$ cat config.mk
export PLATFORM = sky130hd
export DESIGN_NAME = iter_alu_flat
export DESIGN_NICKNAME = d
export VERILOG_FILES = /design/src/rtl/alu_pkg.sv /design/src/rtl/iter_alu_if.sv /design/src/rtl/alu_comb.sv /design/src/rtl/iter_alu.sv /design/src/flat_wrapper.sv
export SDC_FILE = /design/constraint.sdc
export NUM_CORES = 1
export LEC_CHECK = 0
export BUFFER_PORTS_ARGS = -buffer_cell sky130_fd_sc_hd__buf_2
export CAP_MARGIN = 5
export CORE_MARGIN = 4
export CORE_UTILIZATION = 46
export DETAILED_ROUTE_END_ITERATION = 8
export GPL_TIMING_DRIVEN = 0
export PLACE_DENSITY_LB_ADDON = 0.25
export SLEW_MARGIN = 20
export SYNTH_ARGS = -nofsm -noshare
export SYNTH_HDL_FRONTEND = slang
export SYNTH_SLANG_ARGS = --single-unit
$ cat constraint.sdc
create_clock -name clk -period 10 [get_ports clk]
set_input_delay 0.5 -clock clk [delete_from_list [all_inputs] [get_ports clk]]
set_output_delay 0.5 -clock clk [all_outputs]
set_load 0.01 [all_outputs]
$ cat src/rtl/alu_pkg.sv
// Shared ALU definitions: operation codes and iterative-ALU FSM encoding.
// The CPU decoder imports the same codes so both sides stay in step.
package alu_pkg;

    localparam logic [3:0] ALU_ADD  = 4'b0000;
    localparam logic [3:0] ALU_SUB  = 4'b0001;
    localparam logic [3:0] ALU_AND  = 4'b0010;
    localparam logic [3:0] ALU_OR   = 4'b0011;
    localparam logic [3:0] ALU_XOR  = 4'b0100;
    localparam logic [3:0] ALU_NOR  = 4'b0101;
    localparam logic [3:0] ALU_SLT  = 4'b0110;
    localparam logic [3:0] ALU_SLTU = 4'b0111;
    localparam logic [3:0] ALU_SLL  = 4'b1000;
    localparam logic [3:0] ALU_SRL  = 4'b1001;
    localparam logic [3:0] ALU_SRA  = 4'b1010;
    localparam logic [3:0] ALU_MULU = 4'b1100;
    localparam logic [3:0] ALU_DIVU = 4'b1101;

    typedef enum logic [1:0] {
        ST_IDLE = 2'd0,
        ST_CALC = 2'd1,
        ST_DONE = 2'd2
    } alu_state_t;

    // Divide by zero short-circuits to a fixed answer instead of iterating.
    function automatic logic is_iterative(input logic [3:0] aluc, input logic divisor_zero);
        return (aluc == ALU_MULU) || ((aluc == ALU_DIVU) && !divisor_zero);
    endfunction

endpackage

$ cat src/rtl/iter_alu_if.sv
// Request/response bundle of the iterative ALU: valid/ready in, valid/ready out.
interface iter_alu_if #(
    parameter int WIDTH = 32
);
    logic             in_valid;
    logic             in_ready;
    logic [WIDTH-1:0] a;
    logic [WIDTH-1:0] b;
    logic [3:0]       aluc;
    logic             out_valid;
    logic             out_ready;
    logic [WIDTH-1:0] result;
    logic [WIDTH-1:0] hi;
    logic             zero;

    modport master (
        output in_valid, a, b, aluc, out_ready,
        input  in_ready, out_valid, result, hi, zero
    );

    modport slave (
        input  in_valid, a, b, aluc, out_ready,
        output in_ready, out_valid, result, hi, zero
    );
endinterface

$ cat src/rtl/alu_comb.sv
// Single-cycle ALU datapath; MULU, DIVU and unused codes yield zero here.
module alu_comb
    import alu_pkg::*;
#(
    parameter int WIDTH = 32,
    parameter int SHW   = $clog2(WIDTH)
) (
    input  logic [WIDTH-1:0] a,
    input  logic [WIDTH-1:0] b,
    input  logic [3:0]       aluc,
    output logic [WIDTH-1:0] y
);

    logic [SHW-1:0] shamt;

    // Shift amount comes from a, the shifted value from b.
    assign shamt = a[SHW-1:0];

    always_comb begin
        y = '0;
        case (aluc)
            ALU_ADD:  y = a + b;
            ALU_SUB:  y = a - b;
            ALU_AND:  y = a & b;
            ALU_OR:   y = a | b;
            ALU_XOR:  y = a ^ b;
            ALU_NOR:  y = ~(a | b);
            ALU_SLT:  y = {{(WIDTH-1){1'b0}}, ($signed(a) < $signed(b))};
            ALU_SLTU: y = {{(WIDTH-1){1'b0}}, (a < b)};
            ALU_SLL:  y = b << shamt;
            ALU_SRL:  y = b >> shamt;
            ALU_SRA:  y = $unsigned($signed(b) >>> shamt);
            default:  y = '0;
        endcase
    end

endmodule

$ cat src/rtl/iter_alu.sv
// Iterative ALU: single-cycle ops finish in one cycle, MULU/DIVU take one
// bit per cycle (shift-add multiply, restoring divide) before presenting results.
module iter_alu
    import alu_pkg::*;
#(
    parameter int WIDTH = 32,
    parameter int SHW   = $clog2(WIDTH)
) (
    input  logic       clk,
    input  logic       clrn,
    iter_alu_if.slave  bus
);

    alu_state_t       state;
    logic [3:0]       op;
    logic [WIDTH-1:0] acc_hi;
    logic [WIDTH-1:0] acc_lo;
    logic [WIDTH-1:0] opnd;
    logic [SHW-1:0]   count;
    logic [WIDTH-1:0] result_r;
    logic [WIDTH-1:0] hi_r;
    logic             out_valid_r;
    logic             in_ready_r;
    logic [WIDTH-1:0] comb_y;
    logic [WIDTH:0]   mul_sum;
    logic [WIDTH:0]   div_shift;
    logic [WIDTH:0]   div_diff;
    logic [WIDTH-1:0] step_hi;
    logic [WIDTH-1:0] step_lo;

    alu_comb #(
        .WIDTH (WIDTH),
        .SHW   (SHW)
    ) u_comb (
        .a    (bus.a),
        .b    (bus.b),
        .aluc (bus.aluc),
        .y    (comb_y)
    );

    // One iteration step. acc_hi/acc_lo hold the partial product (multiplier
    // shifting out of acc_lo) or the partial remainder/quotient.
    always_comb begin
        mul_sum   = {1'b0, acc_hi} + (acc_lo[0] ? {1'b0, opnd} : '0);
        div_shift = {acc_hi, acc_lo[WIDTH-1]};
        div_diff  = div_shift - {1'b0, opnd};
        step_hi   = '0;
        step_lo   = '0;
        if (op == ALU_MULU) begin
            step_hi = mul_sum[WIDTH:1];
            step_lo = {mul_sum[0], acc_lo[WIDTH-1:1]};
        end else if (!div_diff[WIDTH]) begin
            step_hi = div_diff[WIDTH-1:0];
            step_lo = {acc_lo[WIDTH-2:0], 1'b1};
        end else begin
            step_hi = div_shift[WIDTH-1:0];
            step_lo = {acc_lo[WIDTH-2:0], 1'b0};
        end
    end

    always_ff @(posedge clk or negedge clrn) begin
        if (!clrn) begin
            state       <= ST_IDLE;
            op          <= ALU_ADD;
            acc_hi      <= '0;
            acc_lo      <= '0;
            opnd        <= '0;
            count       <= '0;
            result_r    <= '0;
            hi_r        <= '0;
            out_valid_r <= 1'b0;
            in_ready_r  <= 1'b1;
        end else begin
            case (state)
                ST_IDLE: begin
                    if (bus.in_valid) begin
                        op         <= bus.aluc;
                        opnd       <= bus.b;
                        acc_lo     <= bus.a;
                        acc_hi     <= '0;
                        count      <= '0;
                        in_ready_r <= 1'b0;
                        if (is_iterative(bus.aluc, bus.b == '0)) begin
                            state <= ST_CALC;
                        end else begin
                            state       <= ST_DONE;
                            out_valid_r <= 1'b1;
                            if (bus.aluc == ALU_DIVU) begin
                                result_r <= '1;
                                hi_r     <= bus.a;
                            end else begin
                                result_r <= comb_y;
                                hi_r     <= '0;
                            end
                        end
                    end
                end
                ST_CALC: begin
                    acc_hi <= step_hi;
                    acc_lo <= step_lo;
                    count  <= count + 1'b1;
                    if (count == SHW'(WIDTH - 1)) begin
                        state       <= ST_DONE;
                        out_valid_r <= 1'b1;
                        result_r    <= step_lo;
                        hi_r        <= step_hi;
                    end
                end
                ST_DONE: begin
                    if (bus.out_ready) begin
                        state       <= ST_IDLE;
                        out_valid_r <= 1'b0;
                        in_ready_r  <= 1'b1;
                    end
                end
                default: begin
                    state       <= ST_IDLE;
                    out_valid_r <= 1'b0;
                    in_ready_r  <= 1'b1;
                end
            endcase
        end
    end

    assign bus.in_ready  = in_ready_r;
    assign bus.out_valid = out_valid_r;
    assign bus.result    = result_r;
    assign bus.hi        = hi_r;
    assign bus.zero      = (result_r == '0);

endmodule

$ cat src/flat_wrapper.sv
// flat-port wrapper written by rule: the top's interface ports become plain ports
module iter_alu_flat import alu_pkg::*;
#(
    parameter int WIDTH = 32,
    parameter int SHW   = $clog2(WIDTH)
)
  (clk, clrn, bus_in_valid, bus_a, bus_b, bus_aluc, bus_out_ready, bus_in_ready, bus_out_valid, bus_result, bus_hi, bus_zero);
  iter_alu_if #(.WIDTH(WIDTH)) bus_i ();
  input  logic clk;
  input  logic clrn;
  input wire logic [$bits(bus_i.in_valid)-1:0] bus_in_valid;
  input wire logic [$bits(bus_i.a)-1:0] bus_a;
  input wire logic [$bits(bus_i.b)-1:0] bus_b;
  input wire logic [$bits(bus_i.aluc)-1:0] bus_aluc;
  input wire logic [$bits(bus_i.out_ready)-1:0] bus_out_ready;
  output wire logic [$bits(bus_i.in_ready)-1:0] bus_in_ready;
  output wire logic [$bits(bus_i.out_valid)-1:0] bus_out_valid;
  output wire logic [$bits(bus_i.result)-1:0] bus_result;
  output wire logic [$bits(bus_i.hi)-1:0] bus_hi;
  output wire logic [$bits(bus_i.zero)-1:0] bus_zero;
  assign bus_i.in_valid = bus_in_valid;
  assign bus_i.a = bus_a;
  assign bus_i.b = bus_b;
  assign bus_i.aluc = bus_aluc;
  assign bus_i.out_ready = bus_out_ready;
  assign bus_in_ready = bus_i.in_ready;
  assign bus_out_valid = bus_i.out_valid;
  assign bus_result = bus_i.result;
  assign bus_hi = bus_i.hi;
  assign bus_zero = bus_i.zero;
  iter_alu #(.WIDTH(WIDTH), .SHW(SHW)) u_core (.clk(clk), .clrn(clrn), .bus(bus_i));
endmodule
# After elaboration in Yosys (flattened, before gate mapping)
# Cells that the tools add are included.
# word_totals
register_bits	173
latchBits	0
mem_bits_rw	0
rom_bits	0
inputBits	72
memories	0
# classes
addsub	5
n_mul	0
div_mod_pow	0
order_cmp	2
eq_ne	20
shift	3
n_mux	35
bitwise_logic	5
n_reduce_logical	14
# op_table
operator	n
two-way mux 32 bit	14
case mux 32 bit (11 select lines)	1
case mux 32 bit (2 select lines)	4
zero test 32 bit	2
< comparator 32 bit	2
adder 32 x 33 -> 33 bit	1
subtractor 33 x 32 -> 33 bit	1
adder 32 bit	1
bitwise AND 32 bit	1
inverter 32 bit	1
bitwise OR 32 bit	1
<< shifter 32 x 5 -> 32 bit	1
>> shifter 32 x 5 -> 32 bit	1
>>> shifter 32 x 5 -> 32 bit	1
subtractor 32 bit	1
XOR 32 bit	1
equality test 4 bit, second input constant	6
equality test 4 x 3 -> 1 bit, second input constant	4
case mux 5 bit (2 select lines)	1
equality test 4 x 2 -> 1 bit, second input constant	2
two-way mux 2 bit	4
AND reduction 4 bit	2
two-way mux 1 bit	7
inequality test 2 bit, second input constant	3
18 further kinds	21

# Longest topological paths before layout
# Gate-level depths: netlist of the first run.
# logic_depth
ltp_word	7
depth_mapped	19

# Modules after synthesis
# A second synthesis of the first run with hierarchy kept.
# unflattened
cells_unflattened	2734
hier_area_um2	20960.1
# modules_own_cells
module	instances	cells_per_inst	area_per_inst_um2	seq_area_each_um2
iter_alu	1	1457	11870.1	4330.4
alu_comb	1	1277	9090.0	0.0

# Least setup slack after synthesis of the first run
# OpenSTA, ideal clock, no wires.
# synth_path
path_type	input to register
start	input bus_a[0]
end	register u_core.result_r[24], in the netlist u_core.bus.result[24]
setup_time_ns	0.134
t_arrival_ns	4.176
slack_ns	5.690
stages	19
path_buffers	5
cell_sequence	buf_4 > buf_6 > buf_2 > buf_4 > buf_2 > inv_1 > ha_1 > inv_1 > fa_1 > nor2b_1 > o311ai_1 > o21ai_1 > o41ai_2 > a2bb2oi_1 > a41oi_2 > o31a_1 > nor3_1 > a2111oi_0 > a21oi_1
# synth_between
elab_chain_cells	6
word_cells_on_any_way	10
# synth_rtl
item	line	source
from (decl)	flat_wrapper.sv:12	input wire logic [$bits(bus_i.a)-1:0] bus_a;
subtractor 32 bit (tied with other cells)	alu_comb.sv:23	ALU_SUB: y = a - b;
case mux 32 bit (11 select lines) (*)	alu_comb.sv:21	case (aluc)
two-way mux 32 bit (*)	iter_alu.sv:88	if (bus.aluc == ALU_DIVU) begin
two-way mux 32 bit (*)	iter_alu.sv:83	if (is_iterative(bus.aluc, bus.b == '0)) begin
two-way mux 32 bit (*)	iter_alu.sv:76	if (bus.in_valid) begin
case mux 32 bit (2 select lines) (*)	iter_alu.sv:74	case (state)
to (signal assigned)	iter_alu.sv:92	result_r <= comb_y;
to (signal assigned)	iter_alu.sv:105	result_r <= step_lo;
to (decl)	iter_alu.sv:20	logic [WIDTH-1:0] result_r;
# Mark *: on every way between the ends. The rest lies on a longest branch, timed or not. The select of a mux whose other input is x is not followed.
# A chain may end at the register's enable or synchronous reset.

# Worst setup path in the final report of the first run
# layout_path
start	input bus_a[2]
end	register u_core.result_r[24], in the netlist u_core.bus.result[24]
# Same word-level chain as after synthesis.

==> results.toml, run 1 <==
[power]
pwr-share-comb_pct = 60.9
clkPwrFrac_pct = 13.7
p_sw_mw = 2.699
p_seq_share_pct = 25.4
p_leak_nw = 10.26
p_int_mw = 2.370
cellPowerDensity_mw_per_mm2 = 224.8
swShare_pct = 53.24
ir_drop_uv = 171.1

[clock_tree]
htreeDepth = 4
holdBufCountCts = 0
cts_root_buf = "clkbuf_16"
cts.repair.resized = 0
cts_tree = "done"
cts_post_setup_buffers_inserted = 0
clkSinkCount = 173
clk_latency_ps = 470
clock_path_buffers = 2
cts_buffers = 17
cts.reportedPaths.clkPinSlew_ps = 70

[final_layout]
stdcell_count = 3471
area_growth_pct = 10.22
final_cell_area_mm2 = 0.02255
seqCellArea_mm2 = 0.004330
drive_gt1_share_pct = 10.43
n_fill_cell = 4439
final_nets = 3108
multi_input_area_mm2 = 0.01476

[setup_path]
cp.arrival_ps = 6740
critPathMaxFanout = 10
r2r_cells = 14
worstSetupPathType = "in2reg"
setup.worst_path.start_class = "input port"
required_ps = 10300
reg2reg_slack_ps = 4960
reg2reg_from = "u_core.acc_lo[0]"
startpoint = "bus_a[2]"
worst_setup_path_end_kind = "flip-flop"

[route]
firstDrtPassIters = 7
ant_nets = 0
routedWlPerCell_um = 33.05
drt_iter0_drc = 3813
drt_wl_total_um = 114700
viasPerCell = 7.061
route.vias.total = 24510
drc = 0

[synth]
yosysSeqAreaShare_pct = 21.16
synth_top_area_share_pct = 21.04
yosys-top-cells-count = "376 x nand2_1, 268 x o21ai_0, 223 x a21oi_1"
synth.most_common_cell = "nand2_1"
synth_area_leaders = "dfrtp_1 21%, ha_1 10%, nand2_1 6.9%"
synth_enable_flop_cells = 0
syn-cell-area_mm2 = 0.02046
async_flop_share_pct = 100.0
avgSynthCellArea_um2 = 7.572
yosysWarnings = 0
syn_inst = 2702
synth_ff_type = "dfrtp_1"
yosys.cell_types.count = 92
synth_nets = 2947
synth_largest_area_cell = "dfrtp_1"
synth-seq-cells = 173

[floorplanning]
dieArea_mm2 = 0.04792
io_pins = 139
rows = 77
coreArea_mm2 = 0.04412
die_h_um = 218.9
initial_core_util_pct = 46.37
die_width_um = 218.9

[place]
post-dp-hpwl_um = 89860
place.gp.congestion = 1.062
dpl_cell_area_mm2 = 0.02196
dp_cells = 3436
post-place-ws_ps = 3595
portBuffers = 138

[timing]
finalCritPeriodShare_pct = 64.37
fmaxAchievable_mhz = 155.4
worst_slew_pin_slew_ps = 1292
setup_viol = 0
skew_ps = 18.15
slew_headroom_pct = 13.89
tns_ps = 0
drv_slew = 0
finalHoldViolCount = 0
post-route-min-period_ps = 6437
rsz0062_at_grt = "no"
setup_slack_ps = 3563

[flow_run]
cap_violations = 0

[global_routing]
first_global_vias = 23300
grt_use_total_pct = 46.26
grt_antenna_before_repair = 10
grt_first_pass_wirelength_um = 161700
grt_max_degree = 90
grt-ovfl-total = 0

[worst_hold_path]
hp-class = "in2async"

[status]
status = "complete, no violations"
## routing by layer
metal / track usage [%] / vias up / routed length, um
met3: 13.57 / 558 / 14450
met2: 69.92 / 1993 / 47970
met1: 56.78 / 11740 / 41710
met4: 31.77 / 8 / 10520
met5: 0.4167 / - / 50
li1: - / 10210 / -
## cell type report
type | count | share of cell area, %
flip-flops and latches | 173 | 19.20
multi-input cells | 2183 | 65.44
well taps | 592 | 3.285
clock buffers | 19 | 1.920
diodes | 3 | 0.03329
clock inverters | 13 | 0.6547
inverters | 152 | 2.530
plain buffers | 194 | 3.595
repair buffers | 142 | 3.346
## sequential cells by signal, summed over array words and instances, names as in the netlist
register	count
u_core.bus.out_valid	1
u_core.opnd	32
u_core.bus.in_ready	1
u_core.state	2
u_core.bus.hi	32
u_core.acc_lo	32
u_core.count	5
u_core.bus.result	32
u_core.op	4
u_core.acc_hi	32
## power groups by stage
stage / registers, mW / logic [mW] / clock network, mW
2_1_floorplan: 1.22 / 1.85 / 0
3_3_place_gp: 1.26 / 2.87 / 0
3_5_place_dp: 1.27 / 2.93 / 0
4_1_cts: 1.26 / 2.96 / 0.685
5_1_grt: 1.30 / 3.28 / 0.718
6_report: 1.29 / 3.09 / 0.692
## worst max-delay path: stages
cell and delay [ps]:
buf_2 130, clkbuf_1 220, inv_2 320, buf_1 690
clkbuf_1 820, ha_1 400, nor2b_1 100, o311ai_1 460
o21ai_1 260, o41ai_2 550, a2bb2oi_1 290, a41oi_2 410
o31a_1 360, nor3_1 70, a2111oi_0 930, a21oi_1 190
## worst paths after layout
path	to
setup / recovery	u_core.bus.result[24]
hold / removal	u_core.bus.hi[26]
setup reg to reg	u_core.bus.hi[27]
hold reg to reg	u_core.bus.hi[3]
max in group asynchronous	u_core.bus.in_ready
min in group clk	u_core.bus.in_ready
## cells by family (layout without fill, tap and decap cells)
group	after synthesis	in the layout	synth area share (%)
AO/OA/AOI/OAI	936	936	29.85
flip-flops	173	173	21.16
buffers and inverters	346	520	6.745
AND/OR/NAND/NOR	885	885	19.38
XOR/XNOR	56	56	2.397
multiplexers	133	133	9.741
other	0	3	0
adder cells (fa/ha/maj)	173	173	10.73
## through the flow
| stage | hold WS (ps) | util [%] | power (mW) |
|---|---|---|---|
| after floorplan | 204.4 | - | 3.067 |
| after CTS | 82.28 | 51.09 | 4.912 |
| after global placement | 462.0 | 49.61 | 4.131 |
| after global routing | 95.49 | 51.10 | 5.298 |
| after detailed placement | 470.5 | 49.77 | 4.208 |
| final | 57.13 | 51.11 | 5.069 |
## cells in the final DEF (no fill, tap or decap), types with 51 or more instances in the layout
cell	Yosys	routed
a21o_1	53	53
a21oi_1	223	223
buf_2	20	157
clkbuf_1	150	151
dfrtp_1	172	172
ha_1	169	169
inv_1	151	151
mux2i_1	63	63
mux4_2	51	51
nand2_1	376	376
nand3_1	69	69
nor2_1	209	209
o21ai_0	268	268
No activity file was read; power rests on OpenSTA's default activity.
==> inputs of run 2 (changes only) <==
==> constraint.sdc (replaced) <==
create_clock -name clk -period 5.6 [get_ports clk]
set_input_delay 0.28 -clock clk [delete_from_list [all_inputs] [get_ports clk]]
set_output_delay 0.28 -clock clk [all_outputs]
set_load 0.01 [all_outputs]
==> run 2 against run 1 <==
Sequential power is 79% higher. Setup slack worse by 3500 ps. Wire length barely moved. Clock skew is 0.85 ps higher. Highest routed layer unchanged. Clock-buffer cell count is the same. Critical path depth up 4.
==> results.toml, run 2 (synthesis results as in run 1) <==
[status]
status = "complete, no violations"

[final_layout]
drive_gt1_share_pct = 10.53
multi_input_area_mm2 = 0.01478
seqCellArea_mm2 = 0.004330
area_growth_pct = 10.41
mostFrequentLayoutCell = "nand2_1"
final_nets = 3109
n_fill_cell = 4431
final_cell_mix = "376 x nand2_1, 268 x o21ai_0, 223 x a21oi_1, 209 x nor2_1, 172 x dfrtp_1"

[timing]
setup_slack_ps = 85.25
rsz0062_at_grt = "no"
slew_headroom_pct = 13.14
worst_slew_pin_slew_ps = 1303
fmaxAchievable_mhz = 181.3
drv_slew = 0
post-route-min-period_ps = 5515
tns_ps = 0
finalHoldViolCount = 0
finalCritPeriodShare_pct = 98.48
setup_viol = 0
hold_slack_ps = 120.4
skew_ps = 19.00

[place]
post-place-ws_ps = -584.9
portBuffers = 138
post-dp-hpwl_um = 89860
place.gp.congestion = 1.062

[route]
drc = 0
drt_iter0_drc = 3434
drt_wl_total_um = 114800
viasPerCell = 7.073
firstDrtPassIters = 7
ant_nets = 0
route.vias.total = 24570
routedWlPerCell_um = 33.05

[power]
cellPowerDensity_mw_per_mm2 = 401.2
ir_drop_uv = 302.3
p_leak_nw = 10.27
finalPower_mw = 9.065

[setup_path]
cp.arrival_ps = 5830
critPathMaxFanout = 10
cp_cell_sequence = "buf_2 -> buf_4 -> buf_6 -> buf_2 -> buf_4 -> buf_2 -> inv_1 -> ha_1 -> inv_1 -> fa_1 -> nor2b_1 -> o311ai_1 -> o21ai_1 -> o41ai_4 -> a2bb2oi_1 -> a41oi_2 -> o31a_1 -> nor3_1 -> a2111oi_2 -> a21oi_1"
r2r_cells = 14
worstSetupPathType = "in2reg"
critPathMaxStageDelay_ps = 540
rr_endpoint = "u_core.bus.hi[27]"
reg2reg_slack_ps = 570
crit_family = "compound AO/OA/AOI/OAI gates"
crit_top_cell = "buf_2"
critPathBufInv = 8
reg2reg_from = "u_core.acc_lo[0]"
cpMaxStageDelayCell = "a2111oi_2"
worst_setup_path_end_kind = "flip-flop"
required_ps = 5920
setup.worst_path.start_class = "input port"

[floorplanning]
coreArea_mm2 = 0.04412
die_width_um = 218.9
dieArea_mm2 = 0.04792
io_pins = 139
die_h_um = 218.9
initial_core_util_pct = 46.37
rows = 77

[global_routing]
grt_use_total_pct = 46.27
grt-ovfl-total = 0
grt_antenna_before_repair = 9
first_global_vias = 23310
grt_first_pass_wirelength_um = 161700
grt_max_degree = 90

[clock_tree]
cts.reportedPaths.clkPinSlew_ps = 80
clock_path_buffers = 2
clk_latency_ps = 460
clkSinkCount = 173
cts_buffers = 17
htreeDepth = 4
cts_tree = "done"
cts_post_setup_buffers_inserted = 0
cts_root_buf = "clkbuf_16"

[worst_hold_path]
holdPathEnd = "u_core.bus.in_ready"
hold_start = "bus_out_ready"
holdPathStages = 3
hp-class = "in2reg"

[flow_run]
cap_violations = 0
[run 2: worst min-delay path: cells and delay by family]
kind                   cells  cell delay (ps)
and+or+nand+nor            2              150
buffers and inverters      1               90
[run 2: what timing repair did]
action	CTS	global route
gates resized for setup	1	5
hold endpoints to repair	88	0
setup endpoints to repair	2	4
hold buffers	1	0
[run 2: per-stage QoR]
stage	util (%)	std cells	area (um2)
after global placement	49.61	3432	21890
after detailed placement	49.77	3436	21960
after CTS	51.11	3469	22550
after global routing	51.18	3469	22580
after floorplan	-	2702	20460
final	51.20	3473	22590
[run 2: metal layers]
| layer | track usage [%] | wire length, um | share of wire, % | vias to the layer above |
|---|---|---|---|---|
| met2 | 69.97 | 48180 | 42 | 2005 |
| met5 | 0.4167 | 24 | 0.021 | - |
| met4 | 31.79 | 10290 | 9.0 | 4 |
| li1 | - | - | - | 10230 |
| met3 | 13.58 | 14630 | 13 | 553 |
| met1 | 56.73 | 41670 | 36 | 11780 |
[run 2: power breakdown]
group	switching, mW	leakage (nW)	internal (mW)	total, mW
Sequential	0.536	2.20	1.77	2.31
Clock	0.598	0.278	0.633	1.23
Combinational	3.69	7.80	1.83	5.53
[run 2: worst max-delay path by stage]
stage,from,to,slack (ps),depth (start not counted)
after floorplan,bus_a[0],u_core.bus.result[24],1510,19
after global placement,bus_a[2],u_core.bus.result[24],-610,16
after detailed placement,bus_a[2],u_core.bus.result[20],-580,16
after CTS,bus_a[0],u_core.bus.result[20],90,20
after global routing,bus_a[0],u_core.bus.result[20],30,20
final,bus_a[0],u_core.bus.result[24],90,20
[run 2: layout make-up]
cell class,instances,area share (%)
Clock buffer,19,1.916
Sequential cell,173,19.17
Buffer,194,3.594
Tap cell,592,3.279
Inverter,152,2.525
Multi-Input combinational cell,2183,65.44
Antenna cell,4,0.04431
Timing Repair Buffer,143,3.384
Clock inverter,13,0.6535
